<file path="src/rtl/alu_arbiter.sv">
//------------------------------------------------------------------------------
// Module   : alu_arbiter
// Purpose  : Round-robin arbiter sharing one ALU between two requesters.
//            One operation is in flight at a time. An accepted operation is
//            executed (one cycle, or MUL_CYCLES cycles for MUL). Its result
//            is then returned through a registered response channel, tagged
//            with the owning requester's index.
//
// Ports    : clk, rst_n                  clock, synchronous active-low reset
//            req_valid[1:0]/req_ready    per-requester request handshake
//            req{0,1}_num_1/_num_2/_op   per-requester operands and opcode
//            res_valid/res_ready         response handshake
//            res_data[2*WIDTH-1:0]       registered ALU result
//            res_id                      requester that owns the result
//            res_err                     illegal-opcode flag
//            busy                        operation in EXEC or DONE
//
// Opcodes  : 0 ADD, 1 SUBTR, 2 MUL, 3 ARTH_SHIFT_R, 4 SHIFT_L, 5 SHIFT_R.
//            Opcodes 6 and 7 return zero.
//
// Config   : `define ALU_ARBITER_ERR_EN makes opcodes 6/7 raise res_err.
//            When it is undefined, res_err is tied to 0.
//            WIDTH must be 2 or more.
//
// Revision : 1.0  initial release
//------------------------------------------------------------------------------
`default_nettype none

module alu_arbiter #(
  parameter int WIDTH      = 8,
  parameter int MUL_CYCLES = 3
) (
  input  logic               clk,
  input  logic               rst_n,
  input  logic [1:0]         req_valid,
  output logic [1:0]         req_ready,
  input  logic [WIDTH-1:0]   req0_num_1,
  input  logic [WIDTH-1:0]   req0_num_2,
  input  logic [2:0]         req0_op,
  input  logic [WIDTH-1:0]   req1_num_1,
  input  logic [WIDTH-1:0]   req1_num_2,
  input  logic [2:0]         req1_op,
  output logic               res_valid,
  input  logic               res_ready,
  output logic [2*WIDTH-1:0] res_data,
  output logic               res_id,
  output logic               res_err,
  output logic               busy
);

  localparam int RES_W = 2 * WIDTH;
  // The counter only needs to hold MUL_CYCLES-1.
  localparam int CNT_W = (MUL_CYCLES > 1) ? $clog2(MUL_CYCLES) : 1;

  localparam logic [1:0] c_st_idle = 2'd0;
  localparam logic [1:0] c_st_exec = 2'd1;
  localparam logic [1:0] c_st_done = 2'd2;

  localparam logic [2:0] c_op_add = 3'd0;
  localparam logic [2:0] c_op_sub = 3'd1;
  localparam logic [2:0] c_op_mul = 3'd2;
  localparam logic [2:0] c_op_asr = 3'd3;
  localparam logic [2:0] c_op_shl = 3'd4;
  localparam logic [2:0] c_op_shr = 3'd5;

  localparam logic [CNT_W-1:0] c_mul_load = CNT_W'(MUL_CYCLES - 1);
  localparam logic [RES_W-1:0] c_res_w    = RES_W'(RES_W);

  logic [1:0]       r_state;
  logic             r_last_grant;
  logic [CNT_W-1:0] r_cnt;
  logic [WIDTH-1:0] r_num_1;
  logic [WIDTH-1:0] r_num_2;
  logic [2:0]       r_op;
  logic             r_id;
  logic             r_res_valid;
  logic [RES_W-1:0] r_res_data;
  logic             r_res_id;
  logic             r_res_err;

  logic             w_grant;
  logic [1:0]       w_ready;
  logic             w_accept;
  logic [RES_W-1:0] w_a;
  logic [RES_W-1:0] w_b;
  logic             w_shift_oor;
  logic [RES_W-1:0] w_alu;
  logic             w_err;

  //--------------------------------------------------------------------------
  // Arbitration. A lone requester always wins. On a tie, the requester that
  // did not win last time wins.
  //--------------------------------------------------------------------------
  always_comb begin
    w_grant = 1'b0;
    w_ready = 2'b00;
    if (req_valid == 2'b11) begin
      w_grant = ~r_last_grant;
    end else begin
      w_grant = req_valid[1];
    end
    if (r_state == c_st_idle) begin
      w_ready[w_grant] = req_valid[w_grant];
    end
  end

  assign w_accept = |(req_valid & w_ready);

  //--------------------------------------------------------------------------
  // ALU on the latched operands. The operands are zero-extended, so the
  // arithmetic right shift is the same as a logical right shift.
  //--------------------------------------------------------------------------
  assign w_a         = {{WIDTH{1'b0}}, r_num_1};
  assign w_b         = {{WIDTH{1'b0}}, r_num_2};
  assign w_shift_oor = (w_b >= c_res_w);

  always_comb begin
    w_alu = '0;
    case (r_op)
      c_op_add: w_alu = w_a + w_b;
      c_op_sub: w_alu = w_a - w_b;
      c_op_mul: w_alu = w_a * w_b;
      c_op_asr: w_alu = w_shift_oor ? '0 : (w_a >> r_num_2);
      c_op_shl: w_alu = w_shift_oor ? '0 : (w_a << r_num_2);
      c_op_shr: w_alu = w_shift_oor ? '0 : (w_a >> r_num_2);
      default:  w_alu = '0;
    endcase
  end

`ifdef ALU_ARBITER_ERR_EN
  assign w_err = r_op[2] & r_op[1];
`else
  assign w_err = 1'b0;
`endif

  //--------------------------------------------------------------------------
  // Control FSM and response registers.
  //--------------------------------------------------------------------------
  always_ff @(posedge clk) begin
    if (!rst_n) begin
      r_state      <= c_st_idle;
      r_last_grant <= 1'b1;
      r_cnt        <= '0;
      r_num_1      <= '0;
      r_num_2      <= '0;
      r_op         <= '0;
      r_id         <= 1'b0;
      r_res_valid  <= 1'b0;
      r_res_data   <= '0;
      r_res_id     <= 1'b0;
      r_res_err    <= 1'b0;
    end else begin
      case (r_state)
        c_st_idle: begin
          if (w_accept) begin
            r_num_1      <= w_grant ? req1_num_1 : req0_num_1;
            r_num_2      <= w_grant ? req1_num_2 : req0_num_2;
            r_op         <= w_grant ? req1_op    : req0_op;
            r_cnt        <= ((w_grant ? req1_op : req0_op) == c_op_mul) ? c_mul_load : '0;
            r_id         <= w_grant;
            r_last_grant <= w_grant;
            r_state      <= c_st_exec;
          end
        end
        c_st_exec: begin
          if (r_cnt != '0) begin
            r_cnt <= r_cnt - 1'b1;
          end else begin
            r_res_data  <= w_alu;
            r_res_id    <= r_id;
            r_res_err   <= w_err;
            r_res_valid <= 1'b1;
            r_state     <= c_st_done;
          end
        end
        c_st_done: begin
          if (res_ready) begin
            r_res_valid <= 1'b0;
            r_state     <= c_st_idle;
          end
        end
        default: begin
          r_state     <= c_st_idle;
          r_res_valid <= 1'b0;
        end
      endcase
    end
  end

  assign req_ready = w_ready;
  assign res_valid = r_res_valid;
  assign res_data  = r_res_data;
  assign res_id    = r_res_id;
  assign res_err   = r_res_err;
  assign busy      = (r_state != c_st_idle);

endmodule

`default_nettype wire
</file>
<file path="config.mk">
export PLATFORM = sky130hd
export DESIGN_NAME = alu_arbiter
export DESIGN_NICKNAME = d
export VERILOG_FILES = /design/src/rtl/alu_arbiter.sv
export SDC_FILE = /design/constraint.sdc
export NUM_CORES = 1
export LEC_CHECK = 0
export ABC_AREA = 1
export BUFFER_PORTS_ARGS = -buffer_cell sky130_fd_sc_hd__buf_2
export CAP_MARGIN = 20
export CORE_MARGIN = 5
export CORE_UTILIZATION = 51
export CTS_BUF_LIST = sky130_fd_sc_hd__clkbuf_4 sky130_fd_sc_hd__clkbuf_8 sky130_fd_sc_hd__clkbuf_16
export DETAILED_ROUTE_END_ITERATION = 8
export PLACE_DENSITY = 0.8
export SYNTH_ARGS = -nofsm -noshare
export SYNTH_HDL_FRONTEND = slang
export SYNTH_SLANG_ARGS = --single-unit
</file>
<file path="constraint.sdc">
create_clock -name clk -period 4 [get_ports clk]
set_input_delay 0.2 -clock clk [delete_from_list [all_inputs] [get_ports clk]]
set_output_delay 0.2 -clock clk [all_outputs]
set_load 0.01 [all_outputs]
</file>
; ---- Word-level counts from Yosys, hierarchy flattened
; Index checks and enable logic that the tools add are counted.
; W data, S select, Z words.
[totals]
in_bits = 43
wordCells = 73
regBits = 43
[op_classes]
n_shift = 2
magnitude_cmp = 3
multipliers = 1
mux = 23
eq_ne = 13
add_sub_neg = 3
n_bitwise = 5
n_reduce_logical = 13
[op_table]
columns = cell, count
row1 = $pmux W16 S5, 1
row2 = $mux W16, 2
row3 = $mul A8 B8 Y16, 1
row4 = $mux W8, 2
row5 = $shl A8 B8 Y16, 1
row6 = $shr A8 B8 Y16, 1
row7 = $mux W2, 7
row8 = $add A8 B8 Y9, 1
row9 = $eq A3 B2 Y1 const B, 3
row10 = $reduce_and A3 Y1, 3
row11 = $sub A8 B8 Y9, 1
row12 = $ge A8 B5 Y1 const B, 1
row13 = $ne A2 B2 Y1 const B, 4
row14 = $eq A3 B3 Y1 const B, 2
row15 = $mux W1, 6
row16 = $pmux W2 S3, 1
row17 = $reduce_bool A2 Y1, 3
row18 = $and A2 B2 Y2, 2
row19 = $eq A2 B2 Y1 const B, 2
row20 = $pmux W2 S2, 1
row21 = $reduce_and A2 Y1, 2
row22 = $reduce_or A2 Y1, 2
row23 = $eq A3 B1 Y1 const B, 1
row24 = $logic_not A3 Y1, 1
row25 = other kinds (10), 12

; ---- Logic depth before layout (Yosys ltp)
[depth]
ltp_word = 12
ltp_mapped = 23
depth_no_buf = 22

; ---- Worst setup path after synthesis
; OpenSTA, ideal clock, no wires.
[synth_path]
kind = register -> register
startpoint = register r_num_2[3]
endpoint = register r_res_data[9], in the netlist res_data[9]
t_arrival_ps = 4168
setup_ps = 134
slack_ps = -302
stages_incl_launch_ff = 21
path_cell_list = dfxtp_1 > buf_2 > clkbuf_1 > nand2_1 > fa_1 > fa_1 > inv_1 > fa_1 > inv_1 > fa_1 > inv_1 > ha_1 > nand2_1 > inv_1 > nand2_1 > nand3_1 > or2_2 > nand3_1 > nand3_1 > nand2_1 > a21oi_1
[synth_between]
elab_chain_cells = 3
[synth_lines]
columns = element, line_no
row1 = "start, declared", 73  ; logic [WIDTH-1:0] r_num_2;
row2 = "start signal, assigned", 157  ; r_num_2 <= w_grant ? req1_num_2 : req0_num_2;
row3 = branches (longest 2 deep; another with $mul A8 B8 Y16), n/a
row4 = $pmux W16 S5 *, 119  ; case (r_op)
row5 = "end signal, assigned", 169  ; r_res_data <= w_alu;
row6 = "end, declared", 77  ; logic [RES_W-1:0] r_res_data;
; Every way passes the cells marked *.
; A chain may end at the register's enable or synchronous reset.

; ---- Final worst setup path
[layout_path]
startpoint = register r_num_2[2]
endpoint = register r_res_data[8], in the netlist res_data[8]
; The elaborated chain is that of the path after synthesis.

==> metrics <==
H-tree levels 2; Slew Limit Fails 0; die area 14240 um2; status completed; Yosys reg bits 43; Final setup viols 0; sequential share of the synthesized area 0.1412; top_reg_cell synth dfxtp_1; Sequential Power Share 0.257; clk sinks 43; Sw Share 0.4432; area of the multi-input gates 4643 um2; data required time of the worst path 4.17 ns; Worst path slowest cell fa_1; largest net degree at the start of global routing 24; Power per Cell Area 276.4 nW/um2; placed cells 1191; Pleak 4.183 nW; first-pass GRT wire length 28.23 mm; vias in the first global route 6026; n_diodes 0; Net Sw Power 889.4 uW; CP bufs+invs 5; Final Skew 0.01079 ns; CP endpoint kind register; synthesized area 6095 um2; Synth area leader nand2_1; Gate power share 0.523; nets 1188; HP Class input port to register; max frequency 0.2569 GHz; Final min period 3.892 ns; fin crit share 0.9730; Final Non-Filler Cells 1202; Worst-Margin Slew 0.8798 ns; IO Count 65; Clock Latency Late Sink 0.30 ns; Hold Fails Final Rpt 0; CTS tree done; 1st-iter DRT viols 495; Core Rows 40; crit-path most repeated cell nand2_1; first-pass iteration count of the detailed router 5; Clock Pin Slew Worst Setup and Hold Paths 0.07 ns; maximum root-to-sink buffer count 2; Worst EP arrival 4.06 ns; Crit Path Max Fanout 5; max-cap check violation count 0; Crit path max-delay family adder cells; crit path cell chain buf_6, nand2_1, inv_1, fa_2, fa_1, fa_1, inv_1, fa_1, inv_2, ha_4, nand2_4, nor2_4, nand2_2, nand3_2, nand2_1, nand3_1, nand2_1, inv_2, nand3_2, nand2_1, a21oi_1; Synth cell types 45; Starting Density 0.5138; top cell type's share of synthesized area 0.1922; DR vias 6421; clock root buffer master clkbuf_16; DPL Wire Length 13.99 mm; P&R area growth vs syn 19.15%; die width 119.3 um; Ys Warns 0; FF/Latch Area 898.4 um2; Slew headroom 0.4103; Post-synth EDFFs 0; Clk network pwr share 0.220; kind of critical path register to register; GPL Wtd Cong 1.004; Tot GR Track Use 0.2416; total CTS buffers 5; layout cell share with drive strength beyond 1 0.2294; Mapped Cells 976; Die Y 119.3 um; fillcell total 1120; Worst IR Drop VDD 0.2401 mV; Wirelength per Cell 14.61 um; share of synthesized registers carrying an async set or reset 0; Synth area leaders nand2_1 19%, dfxtp_1 14%, fa_1 12%; Worst setup SP type register; Avg Inst Size Synth 6.244 um2; count leader, synth nand2_1; Core Area 11860 um2; Detailed Route WL 17.56 mm; Congestion Overflow GR 0; IO buf count 63; antenna-violating nets left 0; Mapped Nets 1110; initial antenna violation count 0; hold_buf cts 0; via/cell ratio 5.342; Synth top cells by count 312 x nand2_1, 163 x inv_1, 96 x nand3_1, 53 x a21oi_1, 53 x ha_1; internal power 1.118 mW; Hold Slack 0.1695 ns; DRC Markers 0; crit-path max cell delay 0.54 ns
==> state kept, by name, indices dropped and copies added, names as in the netlist <==
register and flops:
r_cnt 2, res_valid 1, r_last_grant 1, r_state 2, r_op 3, res_id 1
res_data 16, r_num_2 8, r_num_1 8, r_id 1
==> area by class of cell <==
class | count | area share
tap | 147 | 0.02533
multi-input combinational | 714 | 0.6394
sequential | 43 | 0.1237
timing repair buffer | 113 | 0.09666
clock inverter | 2 | 0.002240
inverter | 177 | 0.09356
clock buffer | 6 | 0.01912
==> power by group through the flow <==
| stage | Clock [mW] | Combinational (mW) | Sequential (mW) |
|---|---|---|---|
| after CTS | 0.443 | 0.979 | 0.509 |
| final | 0.442 | 1.05 | 0.515 |
| after floorplan | 0 | 0.707 | 0.500 |
| after detailed placement | 0 | 0.959 | 0.516 |
| after global placement | 0 | 0.948 | 0.514 |
| after global routing | 0.462 | 1.17 | 0.519 |
==> path summary, 6_finish.rpt <==
path | start | end | slack [ns] | cells after the start
max | r_num_2[2] | res_data[8] | 0.11 | 21
min | rst_n | r_last_grant | 0.17 | 2
max reg2reg | r_num_2[2] | res_data[8] | 0.11 | 21
min reg2reg | r_cnt[0] | r_cnt[0] | 0.45 | 1
==> routing by layer <==
| metal | global-route usage | part of all wire | vias up |
|---|---|---|---|
| li1 | - | - | 3189 |
| met1 | 0.3145 | 0.43 | 2906 |
| met2 | 0.3977 | 0.46 | 275 |
| met3 | 0.04701 | 0.078 | 51 |
| met4 | 0.08948 | 0.035 | 0 |
| met5 | 0 | 0 | - |
==> per-stage QoR <==
step           power (mW)  worst slack, ns  instance area, um2  setup TNS [ns]  utilization
2_1_floorplan       1.207          0.01251                6141               0            -
3_3_place_gp        1.462         -0.04562                6735        -0.06243       0.5678
3_5_place_dp        1.475          -0.1357                6735         -0.5169       0.5678
4_1_cts             1.931        -0.004792                6933       -0.004792       0.5845
5_1_grt             2.152         -0.07545                7262         -0.2897       0.6122
6_report            2.007           0.1079                7262               0       0.6122
==> logic make-up after synthesis <==
family                   share of synthesized area
AND/OR/NAND/NOR                             0.3628
buffers and inverters                       0.1505
AO/OA/AOI/OAI                               0.1068
adder cells (fa/ha/maj)                     0.2336
flip-flops                                  0.1412
XOR/XNOR                                  0.002875
other                                    0.0006153
multiplexers                              0.001642
==> worst reg2reg max path, delay by kind of cell, from the launching register on <==
kind | cells | cell delay (ns)
AOI/OAI and AO/OA | 1 | 0.05
adders and majority gates | 5 | 2.23
buffers and inverters | 5 | 0.38
DFF | 1 | 0.37
and+or+nand+nor | 10 | 0.71
==> placed cells by master, fill, tap and decap left out, types with 2 or more instances in the layout <==
cell,n
nand2_1,284
inv_1,157
nand3_1,87
buf_2,63
buf_4,47
a21oi_1,46
nor2_1,44
ha_1,42
fa_1,34
dfxtp_1,31
o21ai_0,30
nand2_2,26
nand4_1,18
o21bai_1,17
inv_2,13
nand3_2,12
a21oi_2,11
nor2_2,10
ha_4,10
dfxtp_4,9
nand2_4,6
o21ai_1,5
clkbuf_16,5
fa_2,4
nand3b_1,3
nor2_4,3
nor2_8,3
buf_6,3
dfxtp_2,3
clkinv_4,2
clkinv_2,2
clkinv_1,2
a31oi_1,2
or2_2,2
nor3_1,2
and2_1,2
==> timing repair <==
| action | CTS | global route |
|---|---|---|
| buffers inserted | 1 | 2 |
| endpoints found under the setup margin | 9 | 11 |
| cloned | 0 | 0 |
| gates resized for setup | 14 | 86 |
| pin swaps | 2 | 41 |
No activity file was read; power rests on OpenSTA's default activity.
